===== src/rtl/sccb_config_sequencer_if.sv =====
// ---------------------------------------------------------------------------
// sccb_config_sequencer_if
//
// Bundles the command-ROM port and the write handshake toward the SCCB/I2C
// sender.
//
//   rom_addr  sequencer -> ROM     command ROM address
//   rom_data  ROM -> sequencer     {register, value}, one cycle after rom_addr
//   send      sequencer -> sender  write request, held until taken
//   taken     sender -> sequencer  single-cycle acceptance pulse
//   id        sequencer -> sender  SCCB write address (constant)
//   reg_i2c   sequencer -> sender  register address of the current write
//   value     sequencer -> sender  data of the current write
//
// Modports: master = sequencer side, slave = ROM/sender side.
// ---------------------------------------------------------------------------
interface sccb_config_sequencer_if #(
    parameter int ROM_AW = 8
);
    logic [ROM_AW-1:0] rom_addr;
    logic [15:0]       rom_data;
    logic              send;
    logic              taken;
    logic [7:0]        id;
    logic [7:0]        reg_i2c;
    logic [7:0]        value;

    modport master (
        output rom_addr, send, id, reg_i2c, value,
        input  rom_data, taken
    );

    modport slave (
        input  rom_addr, send, id, reg_i2c, value,
        output rom_data, taken
    );
endinterface


===== src/rtl/sccb_config_sequencer.sv =====
// ---------------------------------------------------------------------------
// sccb_config_sequencer
//
// Walks a command ROM of {register, value} words and issues one SCCB write
// per word through the sender handshake (send held until taken). Runs once
// after reset (after a power-up wait) and again on every start pulse seen
// while idle (DONE or ERROR).
//
// Reserved ROM words:
//   16'hFFFF  end of table
//   16'hFFF0  inline delay of DELAY_CYCLES
// The table also ends after the last ROM address is processed; rom_addr then
// holds at its maximum instead of wrapping.
//
// Ports:
//   clk, rst_n  clock, asynchronous active-low reset
//   start       restart pulse, honoured only in DONE/ERROR
//   bus         ROM + sender handshake (sccb_config_sequencer_if.master)
//   busy        high while the sequence is running
//   done        high once the table has been completed
//   error       watchdog timeout flag (always 0 without CFG_TIMEOUT_EN)
//   cmd_count   writes accepted in the current run (wraps at ROM_AW bits)
//
// Optional feature macro: CFG_TIMEOUT_EN
//   Defined:   a watchdog aborts SEND to ERROR after TIMEOUT_CYCLES without
//              taken; taken in the expiry cycle still wins.
//   Undefined: SEND waits for taken indefinitely; ERROR is unreachable.
//
// Counter parameters are 24 bits; a value of 0 behaves as a 1-cycle wait.
// ---------------------------------------------------------------------------
module sccb_config_sequencer #(
    parameter logic [7:0]  DEV_ID         = 8'h42,
    parameter int          ROM_AW         = 8,
    parameter logic [23:0] POWERUP_CYCLES = 24'd1_000_000,
    parameter logic [23:0] DELAY_CYCLES   = 24'd1_000_000,
    parameter logic [23:0] TIMEOUT_CYCLES = 24'd100_000
) (
    input  logic                   clk,
    input  logic                   rst_n,
    input  logic                   start,
    sccb_config_sequencer_if.master bus,
    output logic                   busy,
    output logic                   done,
    output logic                   error,
    output logic [ROM_AW-1:0]      cmd_count
);

    localparam logic [15:0] END_WORD   = 16'hFFFF;
    localparam logic [15:0] DELAY_WORD = 16'hFFF0;

    typedef enum logic [2:0] {
        S_PWRUP,
        S_FETCH,
        S_DECODE,
        S_SEND,
        S_DELAY,
        S_DONE,
        S_ERROR
    } state_t;

    state_t             state, state_nx;
    logic [ROM_AW-1:0]  addr, addr_nx;
    logic               send_r, send_nx;
    logic [7:0]         reg_r, reg_nx;
    logic [7:0]         val_r, val_nx;
    logic [23:0]        cnt, cnt_nx;
    logic [ROM_AW-1:0]  cmds, cmds_nx;
    logic               busy_r, busy_nx;
    logic               done_r, done_nx;
    logic               err_r, err_nx;
    // Set when the delay being timed came from the last ROM address, so the
    // delay exits to DONE instead of fetching (rom_addr no longer tells us,
    // because a delay at max-1 also leaves rom_addr at max).
    logic               at_end, at_end_nx;

    logic [23:0]        lim;
    logic               cnt_last;
    logic               addr_max;

    // One shared 24-bit counter times power-up, delay and the SEND watchdog;
    // the limit follows the state that is currently using it.
    always_comb begin
        lim = 24'd0;
        case (state)
            S_PWRUP: lim = POWERUP_CYCLES;
            S_DELAY: lim = DELAY_CYCLES;
            S_SEND:  lim = TIMEOUT_CYCLES;
            default: lim = 24'd0;
        endcase
    end

    // Counter starts at 0 on entry, so the wait lasts max(lim,1) cycles.
    assign cnt_last = (lim == 24'd0) || (cnt == lim - 24'd1);
    assign addr_max = &addr;

    // -----------------------------------------------------------------------
    // State / output registers
    // -----------------------------------------------------------------------
    always_ff @(posedge clk or negedge rst_n) begin
        if (!rst_n) begin
            state  <= S_PWRUP;
            addr   <= '0;
            send_r <= 1'b0;
            reg_r  <= 8'd0;
            val_r  <= 8'd0;
            cnt    <= 24'd0;
            cmds   <= '0;
            busy_r <= 1'b1;
            done_r <= 1'b0;
            err_r  <= 1'b0;
            at_end <= 1'b0;
        end else begin
            state  <= state_nx;
            addr   <= addr_nx;
            send_r <= send_nx;
            reg_r  <= reg_nx;
            val_r  <= val_nx;
            cnt    <= cnt_nx;
            cmds   <= cmds_nx;
            busy_r <= busy_nx;
            done_r <= done_nx;
            err_r  <= err_nx;
            at_end <= at_end_nx;
        end
    end

    // -----------------------------------------------------------------------
    // Next-state and next-output logic
    // -----------------------------------------------------------------------
    always_comb begin
        state_nx  = state;
        addr_nx   = addr;
        send_nx   = send_r;
        reg_nx    = reg_r;
        val_nx    = val_r;
        cnt_nx    = cnt;
        cmds_nx   = cmds;
        busy_nx   = busy_r;
        done_nx   = done_r;
        err_nx    = err_r;
        at_end_nx = at_end;

        case (state)
            S_PWRUP: begin
                if (cnt_last) state_nx = S_FETCH;
                else          cnt_nx   = cnt + 24'd1;
            end

            // rom_addr has been stable since entry; the ROM registers it at
            // the end of this cycle so rom_data is valid in DECODE.
            S_FETCH: state_nx = S_DECODE;

            S_DECODE: begin
                if (bus.rom_data == END_WORD) begin
                    busy_nx  = 1'b0;
                    done_nx  = 1'b1;
                    state_nx = S_DONE;
                end else if (bus.rom_data == DELAY_WORD) begin
                    cnt_nx   = 24'd0;
                    state_nx = S_DELAY;
                    if (addr_max) at_end_nx = 1'b1;
                    else          addr_nx   = addr + ROM_AW'(1);
                end else begin
                    reg_nx   = bus.rom_data[15:8];
                    val_nx   = bus.rom_data[7:0];
                    send_nx  = 1'b1;
                    cnt_nx   = 24'd0;
                    state_nx = S_SEND;
                end
            end

            S_SEND: begin
                // taken is checked first so it wins over a watchdog expiry
                // in the same cycle.
                if (bus.taken) begin
                    send_nx = 1'b0;
                    cmds_nx = cmds + ROM_AW'(1);
                    if (addr_max) begin
                        busy_nx  = 1'b0;
                        done_nx  = 1'b1;
                        state_nx = S_DONE;
                    end else begin
                        addr_nx  = addr + ROM_AW'(1);
                        state_nx = S_FETCH;
                    end
                end
`ifdef CFG_TIMEOUT_EN
                else if (cnt_last) begin
                    send_nx  = 1'b0;
                    err_nx   = 1'b1;
                    busy_nx  = 1'b0;
                    state_nx = S_ERROR;
                end else begin
                    cnt_nx = cnt + 24'd1;
                end
`endif
            end

            S_DELAY: begin
                if (cnt_last) begin
                    if (at_end) begin
                        busy_nx  = 1'b0;
                        done_nx  = 1'b1;
                        state_nx = S_DONE;
                    end else begin
                        state_nx = S_FETCH;
                    end
                end else begin
                    cnt_nx = cnt + 24'd1;
                end
            end

            // Restart skips PWRUP; reg_i2c/value keep the last write.
            S_DONE, S_ERROR: begin
                if (start) begin
                    addr_nx   = '0;
                    cmds_nx   = '0;
                    done_nx   = 1'b0;
                    err_nx    = 1'b0;
                    busy_nx   = 1'b1;
                    at_end_nx = 1'b0;
                    state_nx  = S_FETCH;
                end
            end

            default: state_nx = S_PWRUP;
        endcase
    end

    assign bus.rom_addr = addr;
    assign bus.send     = send_r;
    assign bus.id       = DEV_ID;
    assign bus.reg_i2c  = reg_r;
    assign bus.value    = val_r;
    assign busy         = busy_r;
    assign done         = done_r;
    assign error        = err_r;
    assign cmd_count    = cmds;

endmodule


===== src/flat_wrapper.sv =====
// flat-port wrapper written by rule: the top's interface ports become plain ports
module sccb_config_sequencer_flat 
#(
    parameter logic [7:0]  DEV_ID         = 8'h42,
    parameter int          ROM_AW         = 8,
    parameter logic [23:0] POWERUP_CYCLES = 24'd1_000_000,
    parameter logic [23:0] DELAY_CYCLES   = 24'd1_000_000,
    parameter logic [23:0] TIMEOUT_CYCLES = 24'd100_000
)
  (clk, rst_n, start, busy, done, error, cmd_count, bus_rom_addr, bus_send, bus_id, bus_reg_i2c, bus_value, bus_rom_data, bus_taken);
  sccb_config_sequencer_if #(.ROM_AW(ROM_AW)) bus_i ();
  input  logic clk;
  input  logic rst_n;
  input  logic start;
  output logic busy;
  output logic done;
  output logic error;
  output logic [ROM_AW-1:0] cmd_count;
  output wire logic [$bits(bus_i.rom_addr)-1:0] bus_rom_addr;
  output wire logic [$bits(bus_i.send)-1:0] bus_send;
  output wire logic [$bits(bus_i.id)-1:0] bus_id;
  output wire logic [$bits(bus_i.reg_i2c)-1:0] bus_reg_i2c;
  output wire logic [$bits(bus_i.value)-1:0] bus_value;
  input wire logic [$bits(bus_i.rom_data)-1:0] bus_rom_data;
  input wire logic [$bits(bus_i.taken)-1:0] bus_taken;
  assign bus_rom_addr = bus_i.rom_addr;
  assign bus_send = bus_i.send;
  assign bus_id = bus_i.id;
  assign bus_reg_i2c = bus_i.reg_i2c;
  assign bus_value = bus_i.value;
  assign bus_i.rom_data = bus_rom_data;
  assign bus_i.taken = bus_taken;
  sccb_config_sequencer #(.DEV_ID(DEV_ID), .ROM_AW(ROM_AW), .POWERUP_CYCLES(POWERUP_CYCLES), .DELAY_CYCLES(DELAY_CYCLES), .TIMEOUT_CYCLES(TIMEOUT_CYCLES)) u_core (.clk(clk), .rst_n(rst_n), .start(start), .bus(bus_i), .busy(busy), .done(done), .error(error), .cmd_count(cmd_count));
endmodule

===== config.mk =====
export PLATFORM = sky130hd
export DESIGN_NAME = sccb_config_sequencer_flat
export DESIGN_NICKNAME = d
export VERILOG_FILES = /design/src/rtl/sccb_config_sequencer_if.sv /design/src/rtl/sccb_config_sequencer.sv /design/src/flat_wrapper.sv
export SDC_FILE = /design/constraint.sdc
export NUM_CORES = 1
export LEC_CHECK = 0
export ABC_AREA = 1
export CAP_MARGIN = 20
export CORE_MARGIN = 1
export CORE_UTILIZATION = 54
export DETAILED_ROUTE_END_ITERATION = 10
export PLACE_DENSITY = 0.91
export SETUP_SLACK_MARGIN = 0.2
export SYNTH_ARGS = -nofsm -noshare
export SYNTH_HDL_FRONTEND = slang
export SYNTH_SLANG_ARGS = --single-unit

===== constraint.sdc =====
create_clock -name clk -period 2.9 [get_ports clk]
set_clock_uncertainty 0.1 [all_clocks]
set_input_delay 0.58 -clock clk [delete_from_list [all_inputs] [get_ports clk]]
set_output_delay 0.58 -clock clk [all_outputs]
set_load 0.05 [all_outputs]

==> summary by stage, run 1 <==
Critical path
Among the stages of the critical path, the cell type that occurs most often is nand2_1. The setup check on the worst reg-to-reg path leaves a slack of 0.40 ns. The element type at the critical path start is a flop. In this run the worst path has a maximum fanout of 27. The delay of the slowest critical-path stage is 0.48 ns. On the critical path, the stage with the largest delay is an instance of dfrtp_1. The dominant delay contributor by cell family on the critical path is simple AND/OR/NAND/NOR gates. The type of the setup path with the least slack is flop to flop. The critical path data arrival time is 2.64 ns. The critical path goes through nor2_4 > inv_4 > ha_1 > inv_1 > nand2_1 > nand2_1 > nand3_1 > nor2_1 > nand2_1 > nor2_2 > nand2_2 > nand2_4 > nand2_8 > nand2_1 > o21ai_2. The kind of end point of the critical path is a flop. STA puts the critical path data required time at 3.03 ns. The number of buffers and inverters on the critical path is 2.

Yosys
Among all cell types in the netlist, the one instantiated most often is nand2_1. The number of cells produced by synthesis is 534. The primary flip-flop cell chosen by synthesis mapping is dfrtp_1.

The count of flip-flops with a built-in enable after synthesis is 0. The unique cell type count in the Yosys netlist is 33. Of the post-synthesis cell area, the dominant cell type holds 40.2%. The per-instance average area after synthesis is 7.23 um2.

Of all flip-flops after synthesis, the portion carrying an async set or reset was 100%. The cell area after synthesis is 3860 um2. Yosys attributes the largest share of cell area to dfrtp_1 40%, nand2_1 16%, nand3_1 8.4%, inv_1 5.1%, nor2_1 4.4%. By count the netlist is led by 167 x nand2_1, 65 x nand3_1, 62 x dfrtp_1. The number of warnings reported in the yosys synthesis log is 0. The top cell type by total area after synthesis is dfrtp_1. The post-synthesis register bit count is 63. The share of the Yosys chip area taken by registers is 40.9%.

Clock tree
The TritonCTS buffer count is 9. Clock-pin slew was measured on the worst setup and hold paths at 0.07 ns. The clock sink count is 63. The CTS H-tree depth is 3. At the later pin of the worst-skew pair, clock insertion delay measures 0.35 ns. Counting along the longest clock path gives a buffer depth of 2. TritonCTS built the clock tree.

The cell at the root of the clock tree is clkbuf_8. The number of setup buffers added after CTS is 0.

Die
Once the floorplan was initialized, standard cells occupied 56.5% of the core. In this run the count of I/O pins placed on the die edge is 64. The die is 86.5 um tall. The region available for standard cell placement spans 6830 um2. The die is 86.5 um wide.

The floorplan has 30 rows. The area enclosed by the die boundary is 7490 um2.

STA
The worst-margin pin slew is 0.794 ns. The smallest clock period supported by the final layout is computed as 2.50 ns. The achievable frequency is 0.400 GHz. Across all hold checks on the routed design, the worst slack comes to 0.295 ns. The post-route clock period utilization is 86.2%. The final count of pins violating max slew is 0. The normalized max-slew margin is 47.1%. Setup repair after global routing left no endpoint under its margin. The count of final hold-check violations is 0. The worst path meets setup with 0.399 ns of slack. The final total negative setup slack is 0 ns. The number of setup violations in the final report is 0.

Route
After detailed routing, the number of vias per cell comes to 5.45. The number of violations reported at the end of detailed-routing iteration 0 is 360. In this run the remaining antenna-violating nets after routing total 0.

The first detailed-routing pass took 5 iterations. The average routed wire per standard cell is 14.0 um. The count of unresolved DRC violations after routing is 0. The total routed wirelength is 9720 um.

The routed via count is 3785.

Min path
In this run the worst hold path is classified as input pin to async pin.

Place
Once detailed placement completed, the half-perimeter wirelength came to 6930 um. The final weighted congestion in routability-driven placement is 0.947. The count of buffers added on input and output ports is 54. The pre-CTS setup slack is 0.312 ns. In this run, placement finished with an instance count of 678.

Final layout
Cells with a size suffix above 1 make up 9.87% of the layout. From synthesis to final layout, the design area changed by 21.1%. The number of antenna diodes in the final layout is 0. The final non-filler cell total is 694. In the final design database the tool counted 617 nets. Counting the fill cells in the layout gives 565.

Run status
The run finished with clean final reports.

Global route
The first global-routing pass estimated 16600 um of wire. The initial antenna violation count came to 0. The via count of the first global-routing pass is 3661. After global routing the overflow that remains totals 0. The global-route total usage across every layer is 28.5%. Entering global routing, the biggest net connects 64 pins.

Run
The number of max-capacitance violations reported is 0.

Power and ir drop
The ratio of total power to cell area is 942 nW/um2. The leakage dissipation is 2.21 nW. The peak supply drop is 802 uV.
==> worst register-to-register path, cell delays in order (launching register included) <==
cell and delay, ns:
dfrtp_1 0.48, nor2_4 0.17, inv_4 0.11, ha_1 0.33, inv_1 0.06, nand2_1 0.05, nand2_1 0.07, nand3_1 0.08
nor2_1 0.11, nand2_1 0.08, nor2_2 0.12, nand2_2 0.08, nand2_4 0.17, nand2_8 0.18, nand2_1 0.15, o21ai_2 0.06
==> logic make-up (layout without fill, tap and decap cells) <==
family / count (synthesis) / after routing / share of synthesized area, %
other: 2 / 9 / 0.195
AOI/OAI and AO/OA: 44 / 44 / 7.36
buffers and inverters: 79 / 136 / 9.31
adders and majority gates: 4 / 4 / 1.30
xor gates and xnor gates: 19 / 19 / 4.31
DFF: 63 / 63 / 40.9
and+or+nand+nor: 323 / 323 / 36.6
==> worst paths after layout <==
path | startpoint | endpoint | depth (start not counted)
max | u_core.state[0]$_DFFE_PN0P_ | u_core.cnt[7]$_DFFE_PN0P_ | 15
min | rst_n | u_core.bus.value[4]$_DFFE_PN0P_ | 2
max reg2reg | u_core.state[0]$_DFFE_PN0P_ | u_core.cnt[7]$_DFFE_PN0P_ | 15
min reg2reg | u_core.busy$_DFFE_PN1P_ | u_core.busy$_DFFE_PN1P_ | 2
max in group asynchronous | rst_n | u_core.cnt[11]$_DFFE_PN0P_ | 2
min in group clk | u_core.busy$_DFFE_PN1P_ | u_core.busy$_DFFE_PN1P_ | 2
==> metrics by stage <==
| stage | util [%] | area (um2) | power [mW] |
|---|---|---|---|
| after floorplan | - | 3880 | 2.92 |
| after global placement | 65.3 | 4460 | 3.50 |
| after detailed placement | 65.3 | 4460 | 3.57 |
| after CTS | 68.2 | 4660 | 4.38 |
| after global routing | 68.4 | 4670 | 4.66 |
| final | 68.4 | 4670 | 4.40 |
==> per-layer routing <==
layer	track usage, %	vias up	wire length, um
li1	-	1806	-
met1	36.1	1781	4120
met2	47.1	163	4620
met3	4.86	35	682
met4	14.2	0	294
met5	0	-	0
==> power breakdown <==
| part | internal, mW | switching [mW] | leakage [nW] |
|---|---|---|---|
| sequential | 1.10 | 0.200 | 0.812 |
| combinational | 0.693 | 1.62 | 1.31 |
| clock | 0.405 | 0.387 | 0.0929 |
| total | 2.19 | 2.21 | 2.21 |
==> cell type report <==
cell class / instances / area, um2 / share of cell area, %
clock buffer: 9 / 124 / 2.65
clock inverter: 7 / 78.8 / 1.69
inverter: 58 / 220 / 4.71
multi-input combinational: 399 / 1960 / 41.9
sequential: 63 / 1580 / 33.8
tap: 96 / 120 / 2.57
timing repair buffer: 62 / 596 / 12.7
==> state kept, by name, indices dropped and copies added (netlist names) <==
register	count
u_core.bus.rom_addr	8
u_core.done	1
u_core.cmd_count	8
u_core.state	3
u_core.bus.reg_i2c	8
u_core.at_end	1
u_core.bus.value	8
u_core.cnt	24
u_core.busy	1
u_core.bus.send	1
==> placed cells by master, fill, tap and decap left out, types with 3 or more instances in the layout <==
cell | synthesis | routed
conb_1 | 2 | 9
or2_2 | 3 | 3
nand2_2 | 3 | 3
inv_2 | 6 | 5
nand4_1 | 9 | 9
clkinvlp_4 | 0 | 3
xor2_1 | 17 | 17
nor2_4 | 3 | 3
o21ai_2 | 14 | 14
buf_4 | 10 | 8
nand3_1 | 65 | 65
clkdlybuf4s50_1 | 0 | 53
nor3_1 | 18 | 18
dfrtp_1 | 62 | 62
and3_1 | 3 | 3
inv_6 | 0 | 3
ha_1 | 4 | 4
clkbuf_8 | 0 | 9
o21ai_0 | 14 | 13
o21ai_1 | 5 | 6
nor2_1 | 45 | 45
a21oi_1 | 7 | 7
inv_1 | 52 | 52
nand2_1 | 167 | 167
==> what timing repair did <==
item,CTS,global route
endpoints found under the hold margin,0,0
gates resized for setup,0,4
endpoints found under the setup margin,0,21
hold buffers,0,0
(Power assumes the default switching activity.)
==> run 2: changes to the inputs <==
--- a/config.mk
+++ b/config.mk
@@ -7,7 +7,6 @@
 export LEC_CHECK = 0
 export ABC_AREA = 1
 export CAP_MARGIN = 20
-export CORE_MARGIN = 1
 export CORE_UTILIZATION = 54
 export DETAILED_ROUTE_END_ITERATION = 10
 export PLACE_DENSITY = 0.91
==> results of run 2 <==
The final DEF is identical to that of run 1; final timing and power are the same.
